`config.mk`:
```
export PLATFORM = sky130hd
export DESIGN_NAME = nanov_sequencer
export DESIGN_NICKNAME = d
export VERILOG_FILES = /design/src/rtl/nanov_seq_pkg.sv /design/src/rtl/nanov_phase_decode.sv /design/src/rtl/nanov_sequencer.sv
export SDC_FILE = /design/constraint.sdc
export NUM_CORES = 1
export LEC_CHECK = 0
export CORE_MARGIN = 5
export CORE_UTILIZATION = 50
export DETAILED_ROUTE_END_ITERATION = 8
export DONT_BUFFER_PORTS = 1
export PLACE_DENSITY = 0.76
export SLEW_MARGIN = 20
export SYNTH_ARGS = -nofsm -noshare
export SYNTH_HDL_FRONTEND = slang
export SYNTH_SLANG_ARGS = --single-unit
```
`constraint.sdc`:
```
create_clock -name clk -period 2.69 [get_ports clk]
set_clock_uncertainty 0.1 [all_clocks]
set_input_delay 0.1345 -clock clk [delete_from_list [all_inputs] [get_ports clk]]
set_output_delay 0.1345 -clock clk [all_outputs]
set_load 0.02 [all_outputs]
```
`src/rtl/nanov_seq_pkg.sv`:
```
// Shared constants for the nanoV instruction sequencer: opcode field values,
// the reset/bubble NOP encoding and the sequencer state enum.
package nanov_seq_pkg;

  // instr[31:2] of ADDI x0,x0,0
  localparam logic [29:0] NOP_INSTR_DEFAULT = 30'h0000_0004;

  localparam logic [4:0] OP_LOAD   = 5'b00000;
  localparam logic [4:0] OP_STORE  = 5'b01000;
  localparam logic [4:0] OP_BRANCH = 5'b11000;
  localparam logic [4:0] OP_JAL    = 5'b11011;
  localparam logic [4:0] OP_JALR   = 5'b11001;
  localparam logic [4:0] OP_OP     = 5'b01100;
  localparam logic [4:0] OP_OPIMM  = 5'b00100;

  typedef enum logic {
    RUN      = 1'b0,
    MEM_WAIT = 1'b1
  } seq_state_e;

endpackage

```
`src/rtl/nanov_phase_decode.sv`:
```
// Combinational decode of the held instruction into its phase count (1..3)
// and whether it is a load/store that talks to the memory unit.
module nanov_phase_decode
  import nanov_seq_pkg::*;
(
  input  logic [29:0] instr_i,
  output logic [1:0]  num_phases_o,
  output logic        is_mem_o
);

  logic [4:0] opcode;
  logic [1:0] funct3_lo;
  logic       unused_bits;

  // instr_i holds bits [31:2], so instr[6:2] is [4:0] and instr[13:12] is [11:10]
  assign opcode      = instr_i[4:0];
  assign funct3_lo   = instr_i[11:10];
  assign unused_bits = ^{instr_i[29:12], instr_i[9:5]};

  always_comb begin
    num_phases_o = 2'd1;
    is_mem_o     = 1'b0;
    case (opcode)
      OP_LOAD: begin
        num_phases_o = 2'd3;
        is_mem_o     = 1'b1;
      end
      OP_STORE: begin
        num_phases_o = 2'd2;
        is_mem_o     = 1'b1;
      end
      OP_BRANCH, OP_JAL, OP_JALR: num_phases_o = 2'd2;
      OP_OP, OP_OPIMM: begin
        if (funct3_lo == 2'b01) num_phases_o = 2'd2;
      end
      default: num_phases_o = 2'd1;
    endcase
  end

endmodule

```
`src/rtl/nanov_sequencer.sv`:
```
// Bit-serial nanoV sequencer: counter/cycle timing, instruction boundaries, memory pacing.
// Optional single-step halting is enabled with NANOV_SINGLE_STEP_EN.
module nanov_sequencer
  import nanov_seq_pkg::*;
#(
  parameter logic [29:0] NOP_INSTR  = NOP_INSTR_DEFAULT,
  parameter int          MAX_CYCLES = 3
) (
  input  logic        clk,
  input  logic        rstn,
  input  logic [29:0] fetch_instr,
  input  logic        fetch_valid,
  output logic        fetch_ready,
  input  logic        branch,
  output logic        flush,
  output logic [29:0] instr,
  output logic [28:0] next_instr,
  output logic [2:0]  cycle,
  output logic [4:0]  counter,
  output logic        bubble,
  output logic        mem_req,
  input  logic        mem_ack,
  output logic        shift_data_out
`ifdef NANOV_SINGLE_STEP_EN
  ,
  input  logic        halt_req,
  output logic        halted
`endif
);

  seq_state_e  state_q, state_d;
  logic [4:0]  counter_q, counter_d;
  logic [2:0]  cycle_q, cycle_d;
  logic [29:0] instr_q, instr_d;
  logic        bubble_q, bubble_d;
  logic        flush_q;
  logic [1:0]  num_phases;
  logic        is_mem;
  logic        at_end, last_phase, boundary, accept, halt_now;

  nanov_phase_decode u_decode (
    .instr_i      (instr_q),
    .num_phases_o (num_phases),
    .is_mem_o     (is_mem)
  );

`ifdef NANOV_SINGLE_STEP_EN
  logic halted_q, halted_d;
  assign halt_now = halt_req;
  assign halted   = halted_q;
`else
  assign halt_now = 1'b0;
`endif

  // MAX_CYCLES caps the phase count even if decode ever disagreed
  assign at_end     = (counter_q == 5'd31);
  assign last_phase = (cycle_q == {1'b0, num_phases - 2'd1}) ||
                      (cycle_q == 3'(MAX_CYCLES - 1));
  assign boundary   = (state_q == RUN) && at_end && last_phase;
  assign accept     = boundary && fetch_valid && !halt_now;

  always_comb begin
    state_d   = state_q;
    counter_d = counter_q;
    cycle_d   = cycle_q;
    instr_d   = instr_q;
    bubble_d  = bubble_q;
`ifdef NANOV_SINGLE_STEP_EN
    halted_d  = halted_q;
`endif
    case (state_q)
      RUN: begin
        counter_d = counter_q + 5'd1;
        if (is_mem && (cycle_q == 3'd1) && (counter_q == 5'd0) && !mem_ack) begin
          state_d   = MEM_WAIT;
          counter_d = 5'd0;
        end else if (at_end) begin
          if (last_phase) begin
            cycle_d  = 3'd0;
            instr_d  = accept ? fetch_instr : NOP_INSTR;
            bubble_d = !accept;
`ifdef NANOV_SINGLE_STEP_EN
            halted_d = halt_now;
`endif
          end else begin
            cycle_d = cycle_q + 3'd1;
          end
        end
      end
      MEM_WAIT: begin
        if (mem_ack) begin
          state_d   = RUN;
          counter_d = 5'd1;
        end
      end
      default: state_d = RUN;
    endcase
  end

  always_ff @(posedge clk or negedge rstn) begin
    if (!rstn) begin
      state_q   <= RUN;
      counter_q <= 5'd0;
      cycle_q   <= 3'd0;
      instr_q   <= NOP_INSTR;
      bubble_q  <= 1'b1;
      flush_q   <= 1'b0;
`ifdef NANOV_SINGLE_STEP_EN
      halted_q  <= 1'b0;
`endif
    end else begin
      state_q   <= state_d;
      counter_q <= counter_d;
      cycle_q   <= cycle_d;
      instr_q   <= instr_d;
      bubble_q  <= bubble_d;
      flush_q   <= branch;
`ifdef NANOV_SINGLE_STEP_EN
      halted_q  <= halted_d;
`endif
    end
  end

  assign fetch_ready    = accept;
  assign flush          = flush_q;
  assign instr          = instr_q;
  assign next_instr     = fetch_instr[28:0];
  assign cycle          = cycle_q;
  assign counter        = counter_q;
  assign bubble         = bubble_q;
  assign mem_req        = (state_q == MEM_WAIT);
  assign shift_data_out = (state_q == RUN) && is_mem && (cycle_q == 3'd1);

endmodule

```
==> qor.yml, run 1 <==
synthesis.nets: 266
crit_start: "instr[4]"
status: "finished, final reports clean"
die_h_um: 76.7
grt_util_all_layers_pct: 16.7
peakVddDrop_v: 0.000460
dieWidth_um: 76.7
drtIter0Drc: 95
finalNetCount: 283
grt_pass1_vias: 1631
slew_viol_final: 0
max_slew_margin_pct: 62.3
r2r_slack_ns: 0.23
routed_wl_mm: 4.71
rsz0062_at_grt: "no"
antenna_cells: 0
p_switching_w: 0.000997
clock-root-buffer: "clkbuf_8"
p_leak_nw: 1.20
synth.avg_cell_area_um2: 9.90
syn_to_final_growth_pct: 14.5
rr_startpoint: "instr[4]"
clk_latency_ns: 0.29
post-route-min-period_ns: 2.46
place_area_um2: 2110
mostFrequentLayoutCells: "dfrtp_1, nand2_1, inv_1"
min-delay-start: "mem_ack"
grt_max_degree: 42
placed_cells_incl_taps: 252
io_pins: 107
grt_remaining_overflow: 0
worstPathArrival_ns: 2.58
cts-buffers-inserted: 5
htreeDepth: 2
ctsLongestPathBuffers: 2
syn-cell-area_um2: 2230
synth_cell_types: 38
setup_viol: 0
hold_violations: 0
vias: 1465
worst_slew_pin_slew_ns: 0.566
p_comb_share_pct: 29.5
yosys-top-cells-area: "dfrtp_1, mux2i_1, buf_4, nand2_1, inv_1"
stdcell_area_um2: 2550
cap_viol_max_count: 0
ys_seq_elements: 41
via_per_inst: 4.97
fmax_mhz: 407
row_count: 24
yosysTopAreaCell: "dfrtp_1"
internal_power_w: 0.00135
total_power_w: 0.00235
cts_setup_buffers: 0
wl_per_cell_um: 16.0
grt_pass1_wl_mm: 7.99
seq_area_frac_synth_pct: 46.2
finalCritPeriodShare_pct: 91.3
cp-end-kind: "flip-flop"
dr.pass1.iters: 4
portBuffers: 0
pwr-share-clk_pct: 16.3
crit_fanout: 9
initial_core_util_pct: 51.5
cts_tree: "built"
clkTransAtPathRegs_ns: 0.08
required_ns: 2.81
dp_hpwl_mm: 3.20
postSynthCellCount: 225
layout_commonest_cell: "dfrtp_1"
cts_sinks: 41
ys_warn_count: 0
synth_top_area_share_pct: 43.8
path_class: "flip-flop to flip-flop"
core_um2: 4320
drc: 0
hold_class: "input pin to flip-flop"
finalNonFillerCells: 295
drive_gt1_share_pct: 11.5
fill_cells: 371
die-area_um2: 5890
p_per_area_nw_per_um2: 921
tns_ns: 0
p_seq_share_pct: 54.2
start_kind: "flip-flop"
gp_congestion: 0.756
final_core_util_pct: 59.0
switching_share_pct: 42.5
drtAntennaViolNets: 0
antenna_found_initial: 0
==> logic make-up (layout without fill, tap and decap cells) <==
logic type / count (synthesis) / count (layout) / share of synthesized area [%]
buf+inv: 71 / 89 / 17.9
mux: 31 / 31 / 14.0
simple gates: 57 / 57 / 12.2
flops: 41 / 41 / 46.2
xor+xnor: 2 / 2 / 0.787
compound gates: 17 / 17 / 5.62
fa+ha+maj: 6 / 6 / 3.37
==> cell usage after synthesis <==
cell and n:
nor4_1 1, and3_1 3, xnor2_1 1, nor2_1 1, mux2i_1 30, a21oi_1 1
o21ai_0 5, dfstp_2 2, a21boi_0 1, nor3b_1 1, a31o_2 1, clkbuf_1 4
o22ai_1 2, a211oi_4 1, nor4_2 1, buf_6 3, ha_1 6, or2_1 1
inv_1 35, or4_1 1, and2_1 1, nand2_1 38, nand2_2 1, nand3b_1 1
o31ai_1 2, nor3b_2 1, xor2_1 1, a211oi_1 1, a31oi_1 1, a211o_1 1
mux2_1 1, dfrtp_1 39, nand3_1 3, or3_1 1, buf_4 29, nor2b_1 1
nand2b_1 1, o32ai_1 1
==> sequential cells by signal, summed over array words and instances (netlist names) <==
register	cells
counter	5
bubble	1
instr	30
flush	1
cycle	3
mem_req	1
==> power by group through the flow <==
stage,clock (W),sequential (W),combinational [W]
global route,0.000435,0.00131,0.000787
global placement,0,0.00128,0.000609
finish,0.000382,0.00127,0.000693
floorplan,0,0.00132,0.000459
detailed placement,0,0.00129,0.000631
CTS,0.000400,0.00128,0.000696
==> critical path, cell delays in order (launching register included) <==
cell	delay, ns
dfrtp_1	0.50
or4_1	0.50
nor3b_2	0.27
nand3_1	0.22
nand2_2	0.21
a211oi_4	0.07
buf_4	0.21
mux2_1	0.31
==> worst paths after layout <==
path	to	cells past startpoint
max	instr[2]	7
min	mem_req	3
min in group asynchronous	instr[29]	2
max in group asynchronous	bubble	2
max reg2reg	instr[2]	7
min reg2reg	bubble	2
==> final cells by class <==
class | count | area [µm²] | area share (%)
timing repair buffer | 46 | 438 | 17.2
inverter | 35 | 131 | 5.15
clock buffer | 6 | 72.6 | 2.85
tap | 52 | 65.1 | 2.55
sequential | 41 | 1030 | 40.3
clock inverter | 2 | 10.0 | 0.393
multi-input combinational | 113 | 805 | 31.6
==> layer usage <==
layer  up-vias  share of wire (%)  track usage [%]
met5         -                  0                0
met4         0               0.66             4.20
met3         5                7.8             5.85
met2        43                 51             29.3
met1       692                 40             19.1
li1        725                  -                -
==> stage by stage <==
stage | hold WS (ns) | worst slack [ns]
2_1_floorplan | -0.261 | 0.439
3_3_place_gp | -0.260 | 0.342
3_5_place_dp | -0.260 | 0.259
4_1_cts | 0.0999 | 0.195
5_1_grt | 0.163 | 0.0799
6_report | 0.121 | 0.234
==> what timing repair did <==
item | in CTS | in global routing
resized for setup | 0 | 1
hold buffers | 35 | 0
endpoints found under the hold margin | 79 | 0
endpoints found under the setup margin | 0 | 1
Note: power is estimated with default switching activity, not from simulation.
==> run 2: changes to the inputs <==
Settings changed: CORE_MARGIN 5 to 3, GPL_ROUTABILITY_DRIVEN set to 0.
Clock period 2.69 ns to 2.3 ns, I/O delays scaled along.
==> qor.yml, run 2 (synthesis results as in run 1) <==
antenna_found_initial: 0  # unchanged
ctsLongestPathBuffers: 2  # unchanged
portBuffers: 0  # unchanged
worst_slew_pin_slew_ns: 0.559  # was 0.566 ns
path_buf_inv: 2  # was 1
rsz0062_at_grt: "yes"  # was no
cap_viol_max_count: 0  # unchanged
critPathSlowestCell: "dfrtp_1"  # unchanged
required_ns: 2.41  # was 2.81 ns
cp-end-kind: "flip-flop"  # unchanged
finalNetCount: 297  # was 283
clock-root-buffer: "clkbuf_8"  # unchanged
vias: 1569  # was 1465
clk_latency_ns: 0.28  # was 0.29 ns
drive_gt1_share_pct: 18.8  # was 11.5%
met2_usage_pct: 32.1  # was 29.3%
mostFrequentLayoutCells: "dfrtp_1, nand2_1, inv_1"  # unchanged
fmax_mhz: 426  # was 407 MHz
cpLargestDelayFamily: "compound AO/OA/AOI/OAI gates"  # was simple AND/OR/NAND/NOR gates
grt_pass1_vias: 1675  # was 1631
die-area_um2: 5290  # was 5890 µm²
placed_cells_incl_taps: 260  # was 252
grt_pass1_wl_mm: 7.81  # was 7.99 mm
p_leak_nw: 1.29  # was 1.20 nW
initial_core_util_pct: 53.7  # was 51.5%
worstPathArrival_ns: 2.46  # was 2.58 ns
dieWidth_um: 72.7  # was 76.7 µm
syn_to_final_growth_pct: 23.1  # was 14.5%
drtIter0Drc: 68  # was 95
largest_register_ff_count: 30  # unchanged
post-route-min-period_ns: 2.35  # was 2.46 ns
cts_sinks: 41  # unchanged
regArea_um2: 1030  # unchanged
peakVddDrop_v: 0.000477  # was 0.000460 V
grt_util_all_layers_pct: 19.1  # was 16.7%
io_pins: 107  # unchanged
violations: "setup timing"
grt_remaining_overflow: 0  # unchanged
fin_ws_ns: -0.0469  # was 0.234 ns
hold_violations: 0  # unchanged
fill_cells: 339  # was 371
path_class: "flip-flop to flip-flop"  # unchanged
grt_max_degree: 42  # unchanged
cts_tree: "built"  # unchanged
antenna_cells: 0  # unchanged
routed_wl_mm: 4.82  # was 4.71 mm
die_h_um: 72.7  # was 76.7 µm
dp_hpwl_mm: 3.08  # was 3.20 mm
wl_per_cell_um: 15.8  # was 16.0 µm
total_power_w: 0.00294  # was 0.00235 W
multi_input_area_um2: 841  # was 805 µm²
hold_class: "input pin to primary output"  # was input pin to flip-flop
status: "finished with violations"  # was finished, final reports clean
setup_viol: 26  # was 0
finalCritPeriodShare_pct: 102  # was 91.3%
p_per_area_nw_per_um2: 1070  # was 921 nW/µm²
use_met1_pct: 22.9  # was 19.1%
htreeDepth: 2  # unchanged
via_per_inst: 5.13  # was 4.97
row_count: 23  # was 24
max_slew_margin_pct: 62.7  # was 62.3%
top_usage_layer: "met2"  # unchanged
use_met3_pct: 6.75  # was 5.85%
cts-buffers-inserted: 5  # unchanged
core_um2: 4140  # was 4320 µm²
layout_commonest_cell: "dfrtp_1"  # unchanged
r2r_slack_ns: -0.05  # was 0.23 ns
finalNonFillerCells: 306  # was 295
clkTransAtPathRegs_ns: 0.07  # was 0.08 ns
slowest_delay_ns: 0.41  # was 0.50 ns
start_kind: "flip-flop"  # unchanged
dr.pass1.iters: 4  # unchanged
crit_fanout: 7  # was 9
drc: 0  # unchanged
pre_cts_ws_ns: -0.0982  # was 0.259 ns
path_cells: "or2_4, a211oi_2, o21ai_1, a211o_1, a211oi_4, buf_6, clkbuf_16, mux2i_1"  # was or4_1, nor3b_2, nand3_1, nand2_2, a211oi_4, buf_4, mux2_1
drtAntennaViolNets: 0  # unchanged
slew_viol_final: 0  # unchanged
==> run 2: cell types whose count changed in the layout (fill, tap and decap cells not counted), sizes merged <==
cell,delta
clkinv,-2
buf,+13
clkbuf,+2
==> run 2: final timing paths <==
path | from | endpoint | cells past startpoint
setup / recovery | instr[0] | instr[8] | 8
hold reg to reg | bubble | bubble | 2
hold / removal | fetch_instr[5] | next_instr[5] | 0
max in group asynchronous | rstn | instr[2] | 2
min in group asynchronous | rstn | instr[25] | 2
setup reg to reg | instr[0] | instr[8] | 8
==> run 2: repair_timing <==
action                                  CTS  global route
gates resized for setup                   9             7
endpoints found under the setup margin   25            32
gates cloned                              0             1
pin swaps                                 0             6
hold buffers                             35             0
endpoints found under the hold margin    79             0
setup buffers                             1             2
==> run 2: routing by layer <==
| metal | vias to the layer above | wire (µm) |
|---|---|---|
| met5 | - | 0 |
| met1 | 761 | 1960 |
| met4 | 0 | 74 |
| met2 | 54 | 2400 |
| met3 | 7 | 381 |
| li1 | 747 | - |
==> run 2: layout make-up <==
class | count | share of cell area, %
clock buffers | 7 | 3.15
inverters | 35 | 4.79
multi-input cells | 113 | 30.7
flip-flops and latches | 41 | 37.5
well taps | 50 | 2.28
repair buffers | 60 | 21.6
==> run 2: where the power goes <==
group,switching [W],internal [W]
clock network,0.000228,0.000238
registers,0.000417,0.00100
logic,0.000572,0.000486
==> run 2: stage by stage <==
| step | hold WS [ns] | utilization (%) | cell area [µm²] | setup TNS, ns |
|---|---|---|---|---|
| final | 0.130 | 66.2 | 2740 | -0.767 |
| after global routing | 0.130 | 66.2 | 2740 | -4.31 |
| after CTS | 0.120 | 64.6 | 2680 | -0.0387 |
| after detailed placement | -0.280 | 52.9 | 2190 | -1.36 |
| after global placement | -0.280 | 52.9 | 2190 | 0 |
| after floorplan | -0.281 | - | 2230 | 0 |
